## config.mk

```make
export PLATFORM = sky130hd
export DESIGN_NAME = ram_port_arbiter
export DESIGN_NICKNAME = d
export VERILOG_FILES = /design/src/rtl/ram_port_arbiter.sv
export SDC_FILE = /design/constraint.sdc
export NUM_CORES = 1
export LEC_CHECK = 0
export ABC_CLOCK_PERIOD_IN_PS = 2100
export BUFFER_PORTS_ARGS = -buffer_cell sky130_fd_sc_hd__buf_2
export CAP_MARGIN = 20
export CORE_MARGIN = 3
export CORE_UTILIZATION = 50
export DETAILED_ROUTE_END_ITERATION = 10
export MAX_ROUTING_LAYER = met4
export PLACE_DENSITY = 0.84
export SYNTH_ARGS = -nofsm -noshare
export SYNTH_HDL_FRONTEND = slang
export SYNTH_SLANG_ARGS = --single-unit
```

## constraint.sdc

```tcl
create_clock -name clk -period 2.1 [get_ports clk]
set_input_delay 0.42 -clock clk [delete_from_list [all_inputs] [get_ports clk]]
set_output_delay 0.42 -clock clk [all_outputs]
set_load 0.005 [all_outputs]
```

## src/rtl/ram_port_arbiter.sv

```systemverilog
// Round-robin arbiter that shares one RAM port between two single-beat requesters.
// The arbiter owns all RAM port timing, including the read-latency wait.
module ram_port_arbiter #(
  parameter int REG_SIZE = 8,
  parameter int RD_LAT   = 1
) (
  input  logic                clk,
  input  logic                rst,
  input  logic                m0_req,
  input  logic                m0_we,
  input  logic [REG_SIZE-1:0] m0_addr,
  input  logic [REG_SIZE-1:0] m0_wdata,
  output logic                m0_gnt,
  output logic                m0_done,
  output logic [REG_SIZE-1:0] m0_rdata,
  input  logic                m1_req,
  input  logic                m1_we,
  input  logic [REG_SIZE-1:0] m1_addr,
  input  logic [REG_SIZE-1:0] m1_wdata,
  output logic                m1_gnt,
  output logic                m1_done,
  output logic [REG_SIZE-1:0] m1_rdata,
  output logic [REG_SIZE-1:0] ram_addr,
  output logic                ram_we,
  output logic [REG_SIZE-1:0] ram_wdata,
  input  logic [REG_SIZE-1:0] ram_rdata,
  output logic [1:0]          dbg_state
);

  // Handshake: a master holds req/we/addr/wdata until its one-cycle gnt pulse, at which
  // point the op is latched; dropping req before gnt withdraws it; done pulses once at completion.
  typedef enum logic [1:0] {
    S_IDLE    = 2'd0,
    S_ISSUE   = 2'd1,
    S_WAIT_RD = 2'd2,
    S_RESP    = 2'd3
  } state_e;

  state_e              state_q, state_d;
  logic                owner_q, owner_d;
  logic                last_q, last_d;
  logic                we_q, we_d;
  logic [REG_SIZE-1:0] addr_q, addr_d;
  logic [REG_SIZE-1:0] wdata_q, wdata_d;
  logic [2:0]          cnt_q, cnt_d;
  logic [REG_SIZE-1:0] rdata0_q, rdata0_d;
  logic [REG_SIZE-1:0] rdata1_q, rdata1_d;

  logic sel_valid;
  logic sel_id;
  logic rd_sample;

  // Ties go to the master that was not served last.
  always_comb begin
    sel_valid = m0_req | m1_req;
    sel_id    = 1'b0;
    if (m0_req && m1_req) begin
      sel_id = ~last_q;
    end else if (m1_req) begin
      sel_id = 1'b1;
    end
  end

  always_comb begin
    rd_sample = 1'b0;
    if (state_q == S_ISSUE && !we_q && RD_LAT == 0) begin
      rd_sample = 1'b1;
    end else if (state_q == S_WAIT_RD && cnt_q == 3'd1) begin
      rd_sample = 1'b1;
    end
  end

  always_ff @(posedge clk) begin
    if (!rst) begin
      state_q  <= S_IDLE;
      owner_q  <= 1'b0;
      last_q   <= 1'b1;
      we_q     <= 1'b0;
      addr_q   <= '0;
      wdata_q  <= '0;
      cnt_q    <= 3'd0;
      rdata0_q <= '0;
      rdata1_q <= '0;
    end else begin
      state_q  <= state_d;
      owner_q  <= owner_d;
      last_q   <= last_d;
      we_q     <= we_d;
      addr_q   <= addr_d;
      wdata_q  <= wdata_d;
      cnt_q    <= cnt_d;
      rdata0_q <= rdata0_d;
      rdata1_q <= rdata1_d;
    end
  end

  always_comb begin
    state_d  = state_q;
    owner_d  = owner_q;
    last_d   = last_q;
    we_d     = we_q;
    addr_d   = addr_q;
    wdata_d  = wdata_q;
    cnt_d    = cnt_q;
    rdata0_d = rdata0_q;
    rdata1_d = rdata1_q;
    unique case (state_q)
      S_IDLE: begin
        if (sel_valid) begin
          state_d = S_ISSUE;
          owner_d = sel_id;
          we_d    = sel_id ? m1_we    : m0_we;
          addr_d  = sel_id ? m1_addr  : m0_addr;
          wdata_d = sel_id ? m1_wdata : m0_wdata;
        end
      end
      S_ISSUE: begin
        if (we_q || RD_LAT == 0) begin
          state_d = S_RESP;
        end else begin
          cnt_d   = 3'(RD_LAT);
          state_d = S_WAIT_RD;
        end
      end
      S_WAIT_RD: begin
        cnt_d = cnt_q - 3'd1;
        if (cnt_q == 3'd1) begin
          state_d = S_RESP;
        end
      end
      S_RESP: begin
        last_d  = owner_q;
        state_d = S_IDLE;
      end
      default: state_d = S_IDLE;
    endcase
    // Only the owner's read data register ever changes.
    if (rd_sample) begin
      if (owner_q) begin
        rdata1_d = ram_rdata;
      end else begin
        rdata0_d = ram_rdata;
      end
    end
  end

  // Outputs are forced quiet while reset is held so an aborted op shows nothing.
  always_comb begin
    m0_gnt    = 1'b0;
    m1_gnt    = 1'b0;
    m0_done   = 1'b0;
    m1_done   = 1'b0;
    ram_addr  = '0;
    ram_we    = 1'b0;
    ram_wdata = '0;
    if (rst) begin
      unique case (state_q)
        S_IDLE: begin
          if (sel_valid) begin
            m0_gnt = ~sel_id;
            m1_gnt = sel_id;
          end
        end
        S_ISSUE: begin
          ram_addr  = addr_q;
          ram_we    = we_q;
          ram_wdata = we_q ? wdata_q : '0;
        end
        S_WAIT_RD: begin
          ram_addr = addr_q;
        end
        S_RESP: begin
          m0_done = ~owner_q;
          m1_done = owner_q;
        end
        default: ;
      endcase
    end
  end

  assign m0_rdata  = rdata0_q;
  assign m1_rdata  = rdata1_q;
  assign dbg_state = state_q;

endmodule

```

Yosys cells after proc, flatten, opt, wreduce, memory -nomap -nowiden
Cells that the tools add are included.
{"block": "word_totals", "reg_bits": 40, "input_bits": 46, "word_cells": 60}
{"block": "classes", "n_addsub": 1, "eq_ne": 7, "mux": 29, "n_bitwise": 4, "reduce_logical": 10}
{"op": "2-to-1 mux 8 bit", "count": 7}
{"op": "2-to-1 mux 1 bit", "count": 17}
{"op": "AND reduction 2 bit", "count": 5}
{"op": "case mux 2 bit (4 select lines)", "count": 1}
{"op": "case mux 3 bit (2 select lines)", "count": 1}
{"op": "== test 2 bit (second input constant)", "count": 2}
{"op": "2-to-1 mux 2 bit", "count": 2}
{"op": "!= test 2 bit (second input constant)", "count": 2}
{"op": "== test 3 x 1 -> 1 bit (second input constant)", "count": 1}
{"op": "2-to-1 mux 3 bit", "count": 1}
{"op": "NOT 1 bit", "count": 3}
{"op": "subtractor 3 x 1 -> 3 bit (second input constant)", "count": 1}
{"op": "== test 2 x 1 -> 1 bit (second input constant)", "count": 1}
{"op": "logical AND 1 bit", "count": 2}
{"op": "zero test 2 bit", "count": 1}
{"op": "!= test 2 x 1 -> 1 bit (second input constant)", "count": 1}
{"op": "nonzero test 2 bit", "count": 1}
{"op": "OR reduction 2 bit", "count": 1}
{"op": "bitwise OR 1 bit", "count": 1}

Depth between registers and ports, before layout
{"block": "depth", "ltp_word": 6, "mapped_depth": 8}

Worst setup path after synthesis
Ideal clock, no wire load.
{"block": "synth_timing", "kind": "flip-flop to output port", "startpoint": "register state_q[0], in the netlist dbg_state[0]", "endpoint": "output port m0_gnt", "arrival_time_ps": 1231, "setup_slack_ps": 449, "stages_incl_launch_ff": 7, "path_cell_list": "dfxtp_1 inv_1 ha_1 o21a_1 buf_6 buf_6 and3_1"}
{"block": "synth_via", "elab_chain_len": 3}
{"element": "start: declaration", "line": "39", "source": "state_e state_q, state_d;"}
{"element": "start signal: assignment", "line": "85", "source": "state_q <= state_d;"}
{"element": "zero test 2 bit", "line": "157", "source": "unique case (state_q)"}
{"element": "2-to-1 mux 1 bit", "line": "157"}
{"element": "2-to-1 mux 1 bit", "line": "156", "source": "if (rst) begin"}
{"element": "end: declaration", "line": "13", "source": "output logic m0_gnt,"}
No other way between the ends.

Worst setup path in the final report
{"block": "layout_timing", "startpoint": "register state_q[0], in the netlist dbg_state[0]", "endpoint": "output port ram_addr[6]"}
{"block": "layout_via", "elab_chain_len": 4, "word_cells_on_any_way": 5, "classes_between": "2 x eq/ne; 2 x mux; 1 x reduce/logical"}
{"element": "== test 2 x 1 -> 1 bit or == test 2 bit (tied branches)", "line": "157"}
{"element": "OR reduction 2 bit (no line) (*)"}
{"element": "2-to-1 mux 8 bit (*)", "line": "157"}
{"element": "2-to-1 mux 8 bit (*)", "line": "156"}
{"element": "end: declaration", "line": "23", "source": "output logic [REG_SIZE-1:0] ram_addr,"}
Every way passes the cells marked *; elsewhere a longest branch is shown, timed or not.

==> metrics <==
status finished, final reports clean; Die Wd 67.96 um; Die Height 67.96 um; GRT overflow 0; crit end category primary output; Post-Route Setup TNS 0 ns; Clock Path Buffers 2; clock root buffer clkbuf_8; drt pass-1 iters 4; yosys warns 0; Min-Delay Endpoint wdata_q[2]; Mapped Cells 236; hpwl dp 3483 um; hold path startpoint m0_wdata[2]; #FFs+latches synth 40; GRT Total Usage 0.2308; Multi-input gate area 973.4 um^2; Die Area 4618 um^2; Placer Congestion 0.8683; Fmax 0.5042 GHz; Layout Nets 369; Port Buffer Count 84; clock slew at reported path FFs 0.07 ns; distinct cell type count after synthesis 31; Lkg Pwr 1.252 nW; clock latency at the later pin of the worst-skew pair 0.29 ns; Synth area leaders dfxtp_1 (42%), nand2_1 (9.6%), o21ai_1 (7.6%); WS Path Type reg2out; DP Worst Slack 0.3478 ns; Core Footprint 3521 um^2; Post-synth EDFFs 0; Slew HR 0.6888; first-pass GRT wire length 7893 um; fill count 317; final period utilization 0.9444; CP required 1.68 ns; Final Setup Violations 0; area leader, netlist dfxtp_1; worst IR drop on VDD 0.6916 mV; r2r setup slk 0.45 ns; starting density of the core 0.5451; Worst Tran Pin Value 0.4550 ns; Slew Viols, Final 0; Routed Antenna Nets 0; most common cell in the synthesized netlist nand2_1; final worst slack 0.1168 ns; predominant post-synthesis flop cell dfxtp_1; sequential area share after synthesis 0.4172; FFs w/ async S/R, synth 0; DR WL/cell 13.03 um; Power Density 964.3 nW/um^2; Synth top area share 0.4172; Rows 21; Post-synth top cells nand2_1 (49), dfxtp_1 (40), o21ai_1 (29), and3_1 (19); Final Hold Viols 0; P&R area growth vs syn 26.21%; hold depth 3; class of the worst hold path in2reg; Post-Place Cells 355; CP Max Fanout 9; Avg Cell Area, Syn 8.133 um^2; Worst R2R Path Depth 5; post-DR vias/cell 5.333; CTS tree done; synthesized area 1919 um^2; Reg-to-Reg Start dbg_state[0]; vias in the first global route 1862; WP data arrival 1.56 ns; Routed Wire Length 4730 um; Net Count, Synth 289; unrepaired setup endpoints after global routing false; fin cells 363; n_diodes 0; Max Cap Violations 0; largest net degree at the start of global routing 36; Post-CTS Setup Bufs 0; drt initial violations 80; Inserted Clock Buffers 5; Setup Skew 0.004479 ns; TritonCTS Sinks 40; initial antenna violation count 0; Startpoint Class register; Ports 85; r2r endpoint m1_rdata[0]; share of cells above drive strength 1 0.3249; DRC Markers 0; Vias 1936; storage element area 802.0 um^2; minimum clock period 1.983 ns; Max H-tree Level 2
-- how the worst max path moves through the flow --
stage | startpoint | end | slack [ns] | cells after the start
after global routing | dbg_state[0] | ram_addr[6] | 0.02 | 4
after floorplan | dbg_state[0] | m0_gnt | 0.45 | 6
after CTS | dbg_state[1] | ram_wdata[6] | 0.02 | 5
final | dbg_state[0] | ram_addr[6] | 0.12 | 4
after global placement | dbg_state[1] | ram_wdata[0] | 0.41 | 5
after detailed placement | dbg_state[1] | ram_wdata[2] | 0.35 | 5
-- worst max-delay path: stages, from the launching register on --
cell and delay, ns:
dfxtp_1 0.42, inv_1 0.12, ha_2 0.42, and3_1 0.20
buf_2 0.12
-- where the power goes --
part	total [mW]	internal (mW)	switching (mW)
clock	0.519	0.268	0.251
combinational	0.768	0.340	0.428
sequential	1.05	0.937	0.112
total	2.34	1.54	0.791
-- per-layer routing --
layer / part of all wire / vias up / GRT usage
met4: 0.016 / 0 / 0.09677
met2: 0.48 / 72 / 0.3682
met5: 0 / - / -
met1: 0.43 / 871 / 0.2634
met3: 0.076 / 8 / 0.07882
li1: - / 985 / -
-- per-stage QoR --
stage | power (mW) | area [um^2] | hold WS (ns) | util
2_1_floorplan | 1.629 | 1919 | 0.4535 | -
3_3_place_gp | 1.799 | 2327 | 0.4430 | 0.6610
3_5_place_dp | 1.814 | 2327 | 0.4494 | 0.6610
4_1_cts | 2.338 | 2417 | 0.3734 | 0.6866
5_1_grt | 2.512 | 2422 | 0.3802 | 0.6880
6_report | 2.336 | 2422 | 0.3786 | 0.6880
-- cell families (layout without fill, tap and decap cells) --
kind of cell	Yosys count	in the layout	share of synthesized area
AOI/OAI and AO/OA	62	62	0.1923
adders and majority gates	7	7	0.04563
buffers and inverters	24	105	0.07757
DFF	40	40	0.4172
muxes	3	3	0.01565
and+or+nand+nor	100	100	0.2516
-- layout by cell type (no fill, tap or decap) --
master	instances
clkbuf_8	6
and2_2	1
a21oi_1	3
nor2_1	6
nand4b_2	1
nor2b_1	2
a21bo_1	1
nand2_1	49
inv_1	5
mux2i_1	3
o21ai_0	5
nand3_1	17
and3_1	19
nand2b_1	2
ha_2	1
a2111oi_0	1
a211o_1	1
dfxtp_2	1
a211oi_1	1
nand4bb_1	1
buf_4	8
o22ai_1	1
clkbuf_1	2
ha_1	6
a21boi_4	1
nand3b_1	1
dfxtp_1	39
buf_2	84
nor3b_1	1
o211a_1	1
o21ai_1	29
o21a_1	1
a31oi_1	17
-- registers in the layout (all words and copies together), names as in the netlist --
register   cells
cnt_q          3
owner_q        1
dbg_state      2
we_q           1
last_q         1
m0_rdata       8
wdata_q        8
m1_rdata       8
addr_q         8
-- layout make-up --
class	count	area share
multi-input cells	172	0.4019
flip-flops and latches	40	0.3311
repair buffers	92	0.1983
clock buffers	8	0.03719
well taps	46	0.02376
inverters	5	0.007748
-- timing repair --
action	in CTS	in global routing
hold buffers	0	0
setup endpoints to repair	0	12
gates resized for setup	0	3
Power figures use the tool's default switching activity.
